## src/rtl/alu_pkg.sv

```systemverilog
// Shared ALU definitions: default result width, flag bundle and skid-buffer state encoding.
package alu_pkg;

    localparam int ALU_BITS = 4;

    typedef struct packed {
        logic n;
        logic z;
        logic v;
        logic c;
    } alu_flags_t;

    localparam int ALU_FLAGS_W = $bits(alu_flags_t);

    typedef enum logic [1:0] {
        EMPTY = 2'd0,
        ONE   = 2'd1,
        TWO   = 2'd2
    } skid_state_e;

endpackage

```

## src/rtl/alu_skid_buffer.sv

```systemverilog
// Two-entry skid buffer: main register drives the outputs, skid register absorbs one bundle of back-pressure.
module alu_skid_buffer
    import alu_pkg::*;
#(
    parameter int DATA_W = 8
) (
    input  logic              clk,
    input  logic              rst,
    input  logic              in_valid,
    output logic              in_ready,
    input  logic [DATA_W-1:0] in_data,
    output logic              out_valid,
    input  logic              out_ready,
    output logic [DATA_W-1:0] out_data
);

    skid_state_e       state_p0, state_nxt;
    logic [DATA_W-1:0] main_p0, main_nxt;
    logic [DATA_W-1:0] skid_p0, skid_nxt;
    logic              in_xfer, out_xfer;

    // Both handshake outputs come straight from the state register, so
    // neither depends combinationally on in_valid or out_ready.
    assign in_ready  = (state_p0 != TWO);
    assign out_valid = (state_p0 != EMPTY);
    assign out_data  = main_p0;

    assign in_xfer  = in_valid & in_ready;
    assign out_xfer = out_valid & out_ready;

    always_comb begin
        state_nxt = state_p0;
        main_nxt  = main_p0;
        skid_nxt  = skid_p0;
        unique case (state_p0)
            EMPTY: begin
                if (in_xfer) begin
                    main_nxt  = in_data;
                    state_nxt = ONE;
                end
            end
            ONE: begin
                if (in_xfer && out_xfer) begin
                    main_nxt = in_data;
                end else if (in_xfer) begin
                    skid_nxt  = in_data;
                    state_nxt = TWO;
                end else if (out_xfer) begin
                    state_nxt = EMPTY;
                end
            end
            TWO: begin
                if (out_xfer) begin
                    main_nxt  = skid_p0;
                    state_nxt = ONE;
                end
            end
            default: state_nxt = EMPTY;
        endcase
    end

    // Storage stage: reset discards anything held, including an in-flight bundle.
    always_ff @(posedge clk or posedge rst) begin
        if (rst) begin
            state_p0 <= EMPTY;
            main_p0  <= '0;
            skid_p0  <= '0;
        end else begin
            state_p0 <= state_nxt;
            main_p0  <= main_nxt;
            skid_p0  <= skid_nxt;
        end
    end

endmodule

```

## src/rtl/alu_flag_stage.sv

```systemverilog
// Registered result/flag stage after the ALU subtractor; derives Z and buffers via alu_skid_buffer.
// Optional sticky V/C accumulation is enabled by defining ALU_STICKY_FLAGS_EN.
module alu_flag_stage
    import alu_pkg::*;
#(
    parameter int bits = ALU_BITS
) (
    input  logic                   clk,
    input  logic                   rst,
    input  logic                   in_valid,
    output logic                   in_ready,
    input  logic signed [bits-1:0] in_result,
    input  logic                   in_n,
    input  logic                   in_v,
    input  logic                   in_co,
    output logic                   out_valid,
    input  logic                   out_ready,
    output logic signed [bits-1:0] out_result,
    output logic                   out_n,
    output logic                   out_z,
    output logic                   out_v,
    output logic                   out_c
`ifdef ALU_STICKY_FLAGS_EN
    ,
    input  logic                   sticky_clr,
    output logic                   sticky_v,
    output logic                   sticky_c
`endif
);

    localparam int PAYLOAD_W = bits + ALU_FLAGS_W;

    alu_flags_t             in_flags, out_flags;
    logic [PAYLOAD_W-1:0]   in_payload, out_payload;

    // C keeps the subtractor's Co polarity; no borrow inversion here.
    always_comb begin
        in_flags.n = in_n;
        in_flags.z = (in_result == '0);
        in_flags.v = in_v;
        in_flags.c = in_co;
    end

    assign in_payload = {in_result, in_flags};

    alu_skid_buffer #(
        .DATA_W(PAYLOAD_W)
    ) u_skid (
        .clk      (clk),
        .rst      (rst),
        .in_valid (in_valid),
        .in_ready (in_ready),
        .in_data  (in_payload),
        .out_valid(out_valid),
        .out_ready(out_ready),
        .out_data (out_payload)
    );

    assign out_result = out_payload[PAYLOAD_W-1:ALU_FLAGS_W];
    assign out_flags  = out_payload[ALU_FLAGS_W-1:0];
    assign out_n      = out_flags.n;
    assign out_z      = out_flags.z;
    assign out_v      = out_flags.v;
    assign out_c      = out_flags.c;

`ifdef ALU_STICKY_FLAGS_EN
    logic out_xfer;
    assign out_xfer = out_valid & out_ready;

    // Sticky stage: a flag set by this cycle's consumed bundle overrides a simultaneous clear.
    always_ff @(posedge clk or posedge rst) begin
        if (rst) begin
            sticky_v <= 1'b0;
            sticky_c <= 1'b0;
        end else begin
            sticky_v <= (sticky_clr ? 1'b0 : sticky_v) | (out_xfer & out_flags.v);
            sticky_c <= (sticky_clr ? 1'b0 : sticky_c) | (out_xfer & out_flags.c);
        end
    end
`endif

endmodule

```

## config.mk

```make
export PLATFORM = sky130hd
export DESIGN_NAME = alu_flag_stage
export DESIGN_NICKNAME = d
export VERILOG_FILES = /design/src/rtl/alu_pkg.sv /design/src/rtl/alu_skid_buffer.sv /design/src/rtl/alu_flag_stage.sv
export SDC_FILE = /design/constraint.sdc
export NUM_CORES = 1
export LEC_CHECK = 0
export ABC_AREA = 1
export CAP_MARGIN = 10
export CORE_MARGIN = 2
export CORE_UTILIZATION = 40
export DETAILED_ROUTE_END_ITERATION = 8
export PLACE_DENSITY_LB_ADDON = 0.15
export SYNTH_ARGS = -nofsm -noshare
export SYNTH_HDL_FRONTEND = slang
export SYNTH_HIERARCHICAL = 1
export SYNTH_SLANG_ARGS = --single-unit
```

## constraint.sdc

```tcl
create_clock -name clk -period 2 [get_ports clk]
set_input_delay 0.3 -clock clk [delete_from_list [all_inputs] [get_ports clk]]
set_output_delay 0.3 -clock clk [all_outputs]
set_load 0.02 [all_outputs]
```

After elaboration in Yosys (flattened, before gate mapping)
Index checks and enable logic that the tools add are counted.
{"block": "totals", "ram_bits": 0, "mem_bits_ro": 0, "elab_cells": 32, "latch_bits": 0, "n_memories": 0, "ff_bits": 18}
{"block": "op_classes", "eq_ne": 8, "div": 0, "reduce_logical": 8, "addsub": 0, "n_shift": 0, "mul": 0, "order_cmp": 0, "muxes": 10, "bitwise": 3}
{"operator": "two-way mux 8 bit", "count": 3}
{"operator": "case mux 8 bit (3 select lines)", "count": 1}
{"operator": "two-way mux 2 bit", "count": 5}
{"operator": "AND reduction 4 bit", "count": 2}
{"operator": "!= test 2 x 1 -> 1 bit (second input constant)", "count": 3}
{"operator": "case mux 2 bit (3 select lines)", "count": 1}
{"operator": "zero test 4 bit", "count": 1}
{"operator": "!= test 2 bit (second input constant)", "count": 2}
{"operator": "!= test 3 x 1 -> 1 bit (second input constant)", "count": 1}
{"operator": "AND reduction 3 bit", "count": 1}
{"operator": "nonzero test 3 bit", "count": 1}
{"operator": "bitwise AND 1 bit", "count": 2}
{"operator": "== test 2 x 1 -> 1 bit (second input constant)", "count": 1}
{"operator": "== test 2 bit (second input constant)", "count": 1}
{"operator": "zero test 2 bit", "count": 1}
{"operator": "nonzero test 2 bit", "count": 1}
{"operator": "logical AND 1 bit", "count": 1}
{"operator": "inverter 1 bit", "count": 1}

Depth between registers and ports, before layout
{"block": "logic_depth", "word_depth": 6, "mapped_depth": 7, "ltp_nobuf": 7}

By module
Netlist, hierarchy kept.
{"mod": "alu_skid_buffer", "n_inst": 1, "cells_each": 112, "seq_area_each_um2": 450.4, "area_each_um2": 909.6}
{"mod": "alu_flag_stage", "n_inst": 1, "cells_each": 7, "seq_area_each_um2": 0.0, "area_each_um2": 26.3}

Worst setup path after synthesis
No wires, ideal clock.
{"block": "synth_timing", "kind": "register to register", "from": "register u_skid.state_p0[1]", "to": "register u_skid.main_p0[0], in the netlist u_skid/out_data[0]", "t_required_ns": 1.883, "t_arrival_ns": 0.999, "synth_period_minus_slack_ns": 1.116, "setup_slack_ns": 0.884, "path_stages_with_launch": 7, "n_path_buf": 0, "cell_sequence": "dfrtp_1 > inv_1 > nand4_1 > nand2_2 > nand2_4 > nand2_1 > nand2_1"}
{"block": "synth_between", "elab_chain_cells": 5, "word_cells_on_any_way": 14}
{"element": "from (decl)", "line_no": "alu_skid_buffer.sv:17", "source": "skid_state_e state_p0, state_nxt;"}
{"element": "from (signal assigned)", "line_no": "alu_skid_buffer.sv:69", "source": "state_p0 <= state_nxt;"}
{"element": "!= test 2 bit / nonzero test 2 bit (equally long branches)", "line_no": "alu_skid_buffer.sv:24, alu_skid_buffer.sv:25"}
{"element": "bitwise AND 1 bit, on equally long branches", "line_no": "alu_skid_buffer.sv:28, alu_skid_buffer.sv:29"}
{"element": "logical AND 1 bit", "line_no": "alu_skid_buffer.sv:43", "source": "if (in_xfer && out_xfer) begin"}
{"element": "!= test 2 x 1 -> 1 bit (no source line)"}
{"element": "AND reduction 4 bit (no source line)"}
{"element": "to (signal assigned)", "line_no": "alu_skid_buffer.sv:70", "source": "main_p0 <= main_nxt;"}
{"element": "to (decl)", "line_no": "alu_skid_buffer.sv:18", "source": "logic [DATA_W-1:0] main_p0, main_nxt;"}
Parallel ways exist; a longest one is shown, timed or not.
A chain may end at the register's enable or synchronous reset.

Worst setup path after layout
{"block": "layout_timing", "from": "register u_skid.state_p0[0]", "to": "output port in_ready"}
{"block": "layout_between", "elab_chain_cells": 1}
{"element": "!= test 2 bit", "line_no": "alu_skid_buffer.sv:24", "source": "assign in_ready = (state_p0 != TWO);"}
{"element": "to (decl)", "line_no": "alu_flag_stage.sv:11", "source": "output logic in_ready,"}
No other way between the ends.

==> results.cfg <==
[run_status]
status = complete, no violations

[critical_path]
cp_num_buf_inv = 2
crit_path_start_kind = register
worstSetupPathType = reg2out
slowest_delay_ns = 0.63
critPathMaxFanout = 9
path_delay_family = buffers and inverters
arrival_ns = 1.61
worstPathRequired_ns = 1.70
slowest_stage = clkdlybuf4s50_1
critical_path.cell_chain = inv_2, nand2_2, clkdlybuf4s50_1
crit_path_end_kind = output pin

[clock_tree]
holdBufCountCts = 0
htree_levels = 1
clk_pin_slew_worst_paths_ns = 0.11
cts_buffers = 3
clock_latency_ns = 0.29
postCtsSetupBuffers = 0
clkSinkCount = 18
cts_root_buf = clkbuf_4
clockBufferDepth = 2
cts_tree = built

[final_layout]
fill_cells = 225
nets = 154
diodes = 0
syn2layout_area_growth_pct = 27.9
final_cell_mix = 53 x nand2_1, 20 x clkdlybuf4s50_1, 17 x inv_1, 17 x dfrtp_1, 10 x nand3_1
ff_latch_area_sq_um = 452
layout_commonest_cell = nand2_1
drive_gt1_share_pct = 15.5
multiInputGateArea_sq_um = 403

[die]
die_h_um = 52.4
die_w_um = 52.4
ioPinCount = 21
initial_core_util_pct = 42.3
core_sq_um = 2210
die_area_sq_um = 2740
num_rows = 17

[min_path]
hold_path_class = in2async

[grt]
antenna_found_initial = 0
grt_max_degree = 19
grt_usage_pct = 16.8
overflow = 0
grt_first_pass_wirelength_mm = 3.33
first_global_vias = 774

[drt]
met3_length_um = 109
drt_iter0_drc = 11
via_count = 787
drc = 0
vias_per_cell = 4.63
postRouteAntennaNets = 0
wirelength_mm = 1.84
drtPass1Iterations = 4
routed-wl-met2_um = 883
wirelength_met1_um = 813
avgRoutedWirePerCell_um = 10.8
highest_layer = met4

[job]
maxCapViolCount = 0

[yosys]
ys_ff_latch = 18
yosysTopAreaCell = dfrtp_1
synth_fp_nets = 130
syn_inst = 119
synth_area_leaders = dfrtp_1 48%, nand2_1 21%, o21ai_2 7.5%, inv_1 6.8%, nand3_1 5.3%
synth.avg_cell_area_sq_um = 7.86
seq_area_frac_synth_pct = 48.1
synth_cell_type_count = 13
yosysWarningCount = 6
synth_top_area_share_pct = 48.1
synth_area_sq_um = 936

[placement]
io_buffers = 20
dpl.hpwl_mm = 1.36
gp_congestion = 0.773
dpl_worst_slack_ns = 0.345

[timing]
rsz0062_at_grt = false
max_slew_margin_pct = 54.4
timing.fmax_ghz = 0.523
worst_hold_slack_ns = 0.396
worst_slack_ns = 0.0872
worst_pin_slew_ns = 0.684
finalClockSkew_ns = 0.00528
tns_ns = 0
min_period_ns = 1.91
slew_viol_final = 0
setup_violations = 0
fin_crit_sh_pct = 95.6
finalHoldViolCount = 0

[power]
ir_drop_v = 0.000686
p_per_area_nw_per_um2 = 1370
p_leak_nw = 0.636
[cell type report]
cell class                 count  area share, %
sequential                    18           37.7
inverter                      19           5.96
tap                           28           2.93
multi-input combinational     81           33.6
clock buffer                   4           3.03
timing repair buffer          20           16.7
[kinds of logic after synthesis]
family,share of synthesized area [%]
buf+inv,8.82
simple gates,35.6
compound gates,7.49
flops,48.1
[cells in the mapped netlist (all sizes together)]
| library cell | n |
|---|---|
| buf | 1 |
| dfrtp | 18 |
| inv | 19 |
| nand2 | 57 |
| nand3 | 11 |
| nand4 | 1 |
| nor2 | 4 |
| o21ai | 8 |
[through the flow]
stage / cell area (sq um) / total power, mW / util [%] / std cells
2_1_floorplan: 936 / 1.14 / - / 119
3_3_place_gp: 1160 / 1.40 / 52.4 / 166
3_5_place_dp: 1160 / 1.43 / 52.4 / 166
4_1_cts: 1200 / 1.66 / 54.1 / 170
5_1_grt: 1200 / 1.78 / 54.1 / 170
6_report: 1200 / 1.64 / 54.1 / 170
[state kept, by name, indices dropped and copies added (netlist names)]
signal	flops
u_skid/state_p0	2
u_skid/skid_p0	8
u_skid/out_data	8
[per-layer routing]
| layer | global-route usage (%) | vias to the layer above |
|---|---|---|
| met4 | 8.97 | 0 |
| met2 | 27.3 | 25 |
| met3 | 2.57 | 4 |
| met1 | 21.1 | 350 |
| li1 | - | 408 |
| met5 | 0 | - |
[worst paths after layout]
check,startpoint,endpoint,slack [ns],cells past startpoint
setup / recovery,u_skid/state_p0[0],in_ready,0.09,3
min in group clk,u_skid/out_data[0],u_skid/out_data[0],0.48,2
max in group asynchronous,rst,u_skid/state_p0[0],1.13,2
hold reg to reg,u_skid/out_data[0],u_skid/out_data[0],0.48,2
setup reg to reg,u_skid/state_p0[1],u_skid/out_data[2],0.74,6
hold / removal,rst,u_skid/out_data[5],0.40,2
[power breakdown]
group | total [mW] | switching [mW] | leakage, nW | internal [mW]
clock | 0.225 | 0.114 | 0.0210 | 0.111
sequential | 0.629 | 0.103 | 0.225 | 0.525
combinational | 0.784 | 0.457 | 0.390 | 0.327
total | 1.64 | 0.674 | 0.636 | 0.963
[timing repair]
action,4_1_cts,5_1_grt
hold endpoints to repair,0,0
setup endpoints to repair,1,0
resized for setup,1,0
Power figures use the tool's default switching activity.
